===== src/rtl/mem_port_arbiter_pkg.sv =====
// mem_port_arbiter_pkg: shared types and constants for the fetch/data memory port arbiter.
//   arb_state_e : arbiter FSM states (idle, fetch in flight, data in flight)
//   arb_last_e  : which requester was served most recently (round-robin memory)
//   WeLoad      : store size code meaning "read"; fetch transfers always use it
//   arb_pick()  : round-robin winner selection among the active requests
package mem_port_arbiter_pkg;

    typedef enum logic [1:0] {
        StIdle   = 2'd0,
        StBusyIf = 2'd1,
        StBusyDm = 2'd2
    } arb_state_e;

    typedef enum logic {
        LastIf = 1'b0,
        LastDm = 1'b1
    } arb_last_e;

    // Size codes follow the core's data_mem_we encoding; zero is a load.
    localparam logic [2:0] WeLoad = 3'b000;

    localparam int unsigned WdogWidth = 8;

    // Returns the busy state for the winning requester, or StIdle if none is active.
    // On a conflict the requester not served last wins.
    function automatic arb_state_e arb_pick(input logic if_act, input logic dm_act,
                                            input arb_last_e last);
        arb_state_e win;
        if (if_act && (!dm_act || (last == LastDm))) begin
            win = StBusyIf;
        end else if (dm_act) begin
            win = StBusyDm;
        end else begin
            win = StIdle;
        end
        return win;
    endfunction

endpackage


===== src/rtl/mem_arb_watchdog.sv =====
// mem_arb_watchdog: bus wait watchdog for mem_port_arbiter.
// Only instantiated when MEM_ARB_TIMEOUT_EN is defined.
//   clk, rst_n : core clock, asynchronous active-low reset
//   clear      : transfer granted this cycle; restart the count
//   busy       : a transfer is in flight this cycle
//   ready      : bus completion strobe for the in-flight transfer
//   timeout    : this busy cycle is the TIMEOUT_CYCLES-th without ready
module mem_arb_watchdog
    import mem_port_arbiter_pkg::*;
#(
    parameter int unsigned TIMEOUT_CYCLES = 255
) (
    input  logic clk,
    input  logic rst_n,
    input  logic clear,
    input  logic busy,
    input  logic ready,
    output logic timeout
);

    // Firing when the count already holds TIMEOUT_CYCLES-1 makes the forced ack land
    // right after the TIMEOUT_CYCLES-th waiting cycle.
    localparam logic [WdogWidth-1:0] Limit = WdogWidth'(TIMEOUT_CYCLES - 1);

    logic [WdogWidth-1:0] count_q;

    always_ff @(posedge clk or negedge rst_n) begin
        if (!rst_n) begin
            count_q <= '0;
        end else if (clear) begin
            count_q <= '0;
        end else if (busy && !ready) begin
            count_q <= count_q + WdogWidth'(1);
        end
    end

    assign timeout = busy && !ready && (count_q == Limit);

endmodule


===== src/rtl/mem_port_arbiter.sv =====
// mem_port_arbiter: shares one single-port memory between instruction fetch and data access.
// Optional watchdog enabled by defining MEM_ARB_TIMEOUT_EN.
//   clk, rst_n                 : core clock, asynchronous active-low reset
//   if_req/if_addr             : fetch read request (level, held until if_ack)
//   if_ack/if_rdata            : fetch completion pulse and read data (held until next ack)
//   dm_req/dm_addr/dm_wdata/dm_we : data request; dm_we == 0 is a load
//   dm_ack/dm_rdata            : data completion pulse and load data (held until next ack)
//   mem_req/mem_addr/mem_wdata/mem_we : registered bus request
//   mem_rdata/mem_ready        : bus read data and completion strobe
//   mem_err                    : pulses with the ack of a timed-out transfer
module mem_port_arbiter
    import mem_port_arbiter_pkg::*;
#(
    parameter int unsigned XLEN           = 32,
    parameter int unsigned AWIDTH         = 32,
    parameter int unsigned TIMEOUT_CYCLES = 255
) (
    input  logic              clk,
    input  logic              rst_n,
    input  logic              if_req,
    input  logic [AWIDTH-1:0] if_addr,
    output logic              if_ack,
    output logic [XLEN-1:0]   if_rdata,
    input  logic              dm_req,
    input  logic [AWIDTH-1:0] dm_addr,
    input  logic [XLEN-1:0]   dm_wdata,
    input  logic [2:0]        dm_we,
    output logic              dm_ack,
    output logic [XLEN-1:0]   dm_rdata,
    output logic              mem_req,
    output logic [AWIDTH-1:0] mem_addr,
    output logic [XLEN-1:0]   mem_wdata,
    output logic [2:0]        mem_we,
    input  logic [XLEN-1:0]   mem_rdata,
    input  logic              mem_ready,
    output logic              mem_err
);

    if ((TIMEOUT_CYCLES < 1) || (TIMEOUT_CYCLES > 255)) begin : g_bad_timeout
        $error("TIMEOUT_CYCLES must be within 1..255");
    end

    arb_state_e        state_q, state_d;
    arb_last_e         last_q, last_d;
    logic              mem_req_q, mem_req_d;
    logic [AWIDTH-1:0] mem_addr_q, mem_addr_d;
    logic [XLEN-1:0]   mem_wdata_q, mem_wdata_d;
    logic [2:0]        mem_we_q, mem_we_d;
    logic              if_ack_q, if_ack_d;
    logic              dm_ack_q, dm_ack_d;
    logic              mem_err_q, mem_err_d;
    logic [XLEN-1:0]   if_rdata_q, if_rdata_d;
    logic [XLEN-1:0]   dm_rdata_q, dm_rdata_d;

    logic       if_act, dm_act;
    logic       done;
    logic       grant;
    logic       timeout;
    arb_state_e winner;

    // A requester is still seeing its own ack this cycle and has not yet dropped req.
    assign if_act = if_req && !if_ack_q;
    assign dm_act = dm_req && !dm_ack_q;
    assign winner = arb_pick(if_act, dm_act, last_q);
    assign grant  = (state_q == StIdle) && (winner != StIdle);

    // mem_req is high for every busy cycle, so ready outside a transfer never completes one.
    assign done = mem_req_q && mem_ready;

`ifdef MEM_ARB_TIMEOUT_EN
    mem_arb_watchdog #(
        .TIMEOUT_CYCLES(TIMEOUT_CYCLES)
    ) u_watchdog (
        .clk     (clk),
        .rst_n   (rst_n),
        .clear   (grant),
        .busy    (mem_req_q),
        .ready   (mem_ready),
        .timeout (timeout)
    );
`else
    assign timeout = 1'b0;
`endif

    always_comb begin
        state_d     = state_q;
        last_d      = last_q;
        mem_req_d   = mem_req_q;
        mem_addr_d  = mem_addr_q;
        mem_wdata_d = mem_wdata_q;
        mem_we_d    = mem_we_q;
        if_ack_d    = 1'b0;
        dm_ack_d    = 1'b0;
        mem_err_d   = 1'b0;
        if_rdata_d  = if_rdata_q;
        dm_rdata_d  = dm_rdata_q;

        unique case (state_q)
            StIdle: begin
                if (grant) begin
                    state_d   = winner;
                    mem_req_d = 1'b1;
                    if (winner == StBusyIf) begin
                        mem_addr_d = if_addr;
                        mem_we_d   = WeLoad;
                        last_d     = LastIf;
                    end else begin
                        mem_addr_d  = dm_addr;
                        mem_wdata_d = dm_wdata;
                        mem_we_d    = dm_we;
                        last_d      = LastDm;
                    end
                end
            end
            StBusyIf: begin
                if (done || timeout) begin
                    state_d    = StIdle;
                    mem_req_d  = 1'b0;
                    if_ack_d   = 1'b1;
                    mem_err_d  = !done;
                    if_rdata_d = done ? mem_rdata : '0;
                end
            end
            StBusyDm: begin
                if (done || timeout) begin
                    state_d    = StIdle;
                    mem_req_d  = 1'b0;
                    dm_ack_d   = 1'b1;
                    mem_err_d  = !done;
                    dm_rdata_d = done ? mem_rdata : '0;
                end
            end
            default: begin
                state_d   = StIdle;
                mem_req_d = 1'b0;
            end
        endcase
    end

    always_ff @(posedge clk or negedge rst_n) begin
        if (!rst_n) begin
            state_q     <= StIdle;
            last_q      <= LastDm;
            mem_req_q   <= 1'b0;
            mem_addr_q  <= '0;
            mem_wdata_q <= '0;
            mem_we_q    <= '0;
            if_ack_q    <= 1'b0;
            dm_ack_q    <= 1'b0;
            mem_err_q   <= 1'b0;
            if_rdata_q  <= '0;
            dm_rdata_q  <= '0;
        end else begin
            state_q     <= state_d;
            last_q      <= last_d;
            mem_req_q   <= mem_req_d;
            mem_addr_q  <= mem_addr_d;
            mem_wdata_q <= mem_wdata_d;
            mem_we_q    <= mem_we_d;
            if_ack_q    <= if_ack_d;
            dm_ack_q    <= dm_ack_d;
            mem_err_q   <= mem_err_d;
            if_rdata_q  <= if_rdata_d;
            dm_rdata_q  <= dm_rdata_d;
        end
    end

    assign mem_req   = mem_req_q;
    assign mem_addr  = mem_addr_q;
    assign mem_wdata = mem_wdata_q;
    assign mem_we    = mem_we_q;
    assign if_ack    = if_ack_q;
    assign dm_ack    = dm_ack_q;
    assign if_rdata  = if_rdata_q;
    assign dm_rdata  = dm_rdata_q;
    assign mem_err   = mem_err_q;

endmodule


===== config.mk =====
export PLATFORM = sky130hd
export DESIGN_NAME = mem_port_arbiter
export DESIGN_NICKNAME = d
export VERILOG_FILES = /design/src/rtl/mem_port_arbiter_pkg.sv /design/src/rtl/mem_arb_watchdog.sv /design/src/rtl/mem_port_arbiter.sv
export SDC_FILE = /design/constraint.sdc
export NUM_CORES = 1
export LEC_CHECK = 0
export CAP_MARGIN = 25
export CORE_MARGIN = 2
export CORE_UTILIZATION = 40
export CTS_CLUSTER_DIAMETER = 80
export DETAILED_ROUTE_END_ITERATION = 12
export HOLD_SLACK_MARGIN = 0.1
export PLACE_DENSITY_LB_ADDON = 0.2
export REMOVE_ABC_BUFFERS = 1
export SYNTH_ARGS = -nofsm -noshare
export SYNTH_HDL_FRONTEND = slang
export SYNTH_HIERARCHICAL = 1
export SYNTH_SLANG_ARGS = --single-unit

===== constraint.sdc =====
create_clock -name clk -period 3.83 [get_ports clk]
set_clock_uncertainty 0.2 [all_clocks]
set_input_delay 0.766 -clock clk [delete_from_list [all_inputs] [get_ports clk]]
set_output_delay 0.766 -clock clk [all_outputs]
set_load 0.01 [all_outputs]

==> metrics.cfg <==
[run_status]
outcome=finished clean

[global_routing]
grt_max_degree=89
grt_pass1_wl_mm=23.2
antenna_found_initial=0
track_usage=0.205
first_global_vias=4562
overflow=0

[finish]
layout-drive-gt1-share=0.192
nets=828
antenna_cells=0
fin_area_um2=8830
syn_to_final_growth_pct=62.7
nFillCells=1005
finalNonFillerCells=878

[clock_tree]
numCtsBuffers=17
cts_resized=0
postCtsSetupBuffers=0
cts_tree=done
postCtsHoldBufs=0
h-tree-depth=4
root_buffer=clkbuf_16
clock_sinks=137
clock_latency_ns=0.41
clk_pin_slew_ns=0.05
clockBufferDepth=2

[run]
maxCapViolations=0

[timing]
relSlewSlack=0.431
maxSlewViolCount=0
fin_crit_ns=2.45
fin_ws_ns=1.38
rsz0062_at_grt=false
finalSetupViolCount=0
hold_viol=0
max_freq_ghz=0.408
worstMarginPinSlew_ns=0.853
setup_tns_ns=0
finalCritPeriodShare=0.640
fin_hold_ws_ns=0.217

[detailed_routing]
vias=4230
dr.first_iter.drc_count=145
drc=0
dr.pass1.iters=4
routed_wl_mm=14.7
antenna_left=0
vias_per_cell=4.82
wl_per_cell_um=16.8

[floorplan]
dieArea_um2=14500
pin_count=271
die-width_um=121
die_h_um=121
core_area_um2=13200
rows=42
initial_core_util=0.410

[logic_synthesis]
synthArstFlopShare=1.00
synth.top_cell.area_share=0.627
synthTopCellsByArea=dfrtp_1 63%, mux2_2 19%, a21oi_1 6.0%
synth_edf_count=0
ys_seq_area_frac=0.632
netlist_instances=415
yosys.area.top_type=dfrtp_1
ys.flop_type=dfrtp_1
yosys_warnings=6
ys_ff_latch=137
syn_area_per_cell_um2=13.1
syn_area_um2=5430
synth_cell_types=28

[pwr]
power_density_nw_per_um2=841
ir_drop_uv=494
p_leak_nw=3.76

[placement]
pre_cts_ws_ns=0.920
place_area_um2=8290
hpwl_mm=10.5
globalplace.congestion=0.811
portBuffers=269
placed_cells=846

[critical_path]
cp.arrival_ns=2.54
critPathCaptureType=flop
rr_worst_depth=4
cpPeakStageDelay_ns=0.67
r2r-start=state_q[1]
crit_type=in2reg
rr_endpoint=if_rdata[18]
start_kind=primary input
cp_num_buf_inv=1
crit_fanout=33
cp.required_ns=3.92
cp_top_family=simple AND/OR/NAND/NOR gates
reg2reg_slack_ns=1.62
worstPathCellList=clkdlybuf4s50_1, nand3_2, mux2_2
slowest_stage=nand3_2

[hold_path]
hp-class=in2async

report_power, final:
part	switching, W	total (W)	leakage, nW	internal [W]
combinational	0.00139	0.00339	1.86	0.00200
clock	0.000568	0.00148	0.273	0.000908
sequential	0.000384	0.00257	1.63	0.00218
total	0.00234	0.00743	3.76	0.00509
cells in the mapped netlist, types with 2 or more instances:
master    instances
a21oi_1          65
a22o_1            3
buf_2            15
buf_4             2
buf_6             2
clkbuf_1          3
dfrtp_1         136
ha_1              3
inv_1             4
mux2_1            7
mux2_2           90
nand2_1          34
nand2b_1          2
nand3_1           2
nor2_1           32
o21ai_0           2
o21ai_2           2
metal layers:
layer	vias up	global-route usage	routed length (um)
met3	23	0.0939	1630
met2	189	0.343	7120
met1	2044	0.230	5730
met4	0	0.0770	260
li1	1974	-	-
met5	-	0	0
how the worst max path moves through the flow:
stage | startpoint | endpoint | slack (ns) | cells after the start
floorplan | dm_req | mem_addr[0] | 1.27 | 4
global placement | mem_ready | if_rdata[30] | 0.95 | 3
detailed placement | mem_ready | if_rdata[13] | 0.92 | 3
CTS | mem_ready | if_rdata[21] | 1.34 | 3
global route | mem_ready | if_rdata[18] | 1.24 | 3
finish | mem_ready | if_rdata[18] | 1.38 | 3
stage by stage:
step                      power, W  utilization
after floorplan            0.00402            -
after global placement     0.00589        0.626
after detailed placement   0.00601        0.626
after CTS                  0.00754        0.667
after global routing       0.00788        0.667
final                      0.00743        0.667
area by class of cell:
type | count | area [um^2] | share of cell area
sequential | 137 | 3430 | 0.388
tap | 176 | 220 | 0.0249
clock inverter | 7 | 41.3 | 0.00467
multi-input combinational | 252 | 1870 | 0.212
inverter | 4 | 15.0 | 0.00170
clock buffer | 25 | 505 | 0.0572
timing repair buffer | 277 | 2750 | 0.312
flip-flops by register name, summed over array words and instances, names as in the netlist:
signal / flops
mem_addr: 32
if_ack: 1
mem_we: 3
dm_rdata: 32
mem_wdata: 32
last_q: 1
dm_ack: 1
mem_req: 1
state_q: 2
if_rdata: 32
kinds of logic (layout without fill, tap and decap cells):
group	after synthesis	in the layout	synth area share
other cells	1	1	0.000691
flops	137	137	0.632
fa+ha+maj	3	3	0.00691
buf+inv	26	313	0.0256
simple gates	72	72	0.0528
compound gates	79	79	0.0811
mux	97	97	0.201
cells in the final DEF (no fill, tap or decap), types with 5 or more instances in the layout:
cell type        netlist  routed
dfrtp_1              136     136
mux2_2                90      90
clkbuf_8               0       5
a21oi_1               65      65
nor2_1                32      32
clkinv_2               0       5
nand2_1               34      34
clkbuf_16              0      17
buf_4                  2       8
mux2_1                 7       7
clkdlybuf4s50_1        0     268
Note: power is estimated with default switching activity, not from simulation.
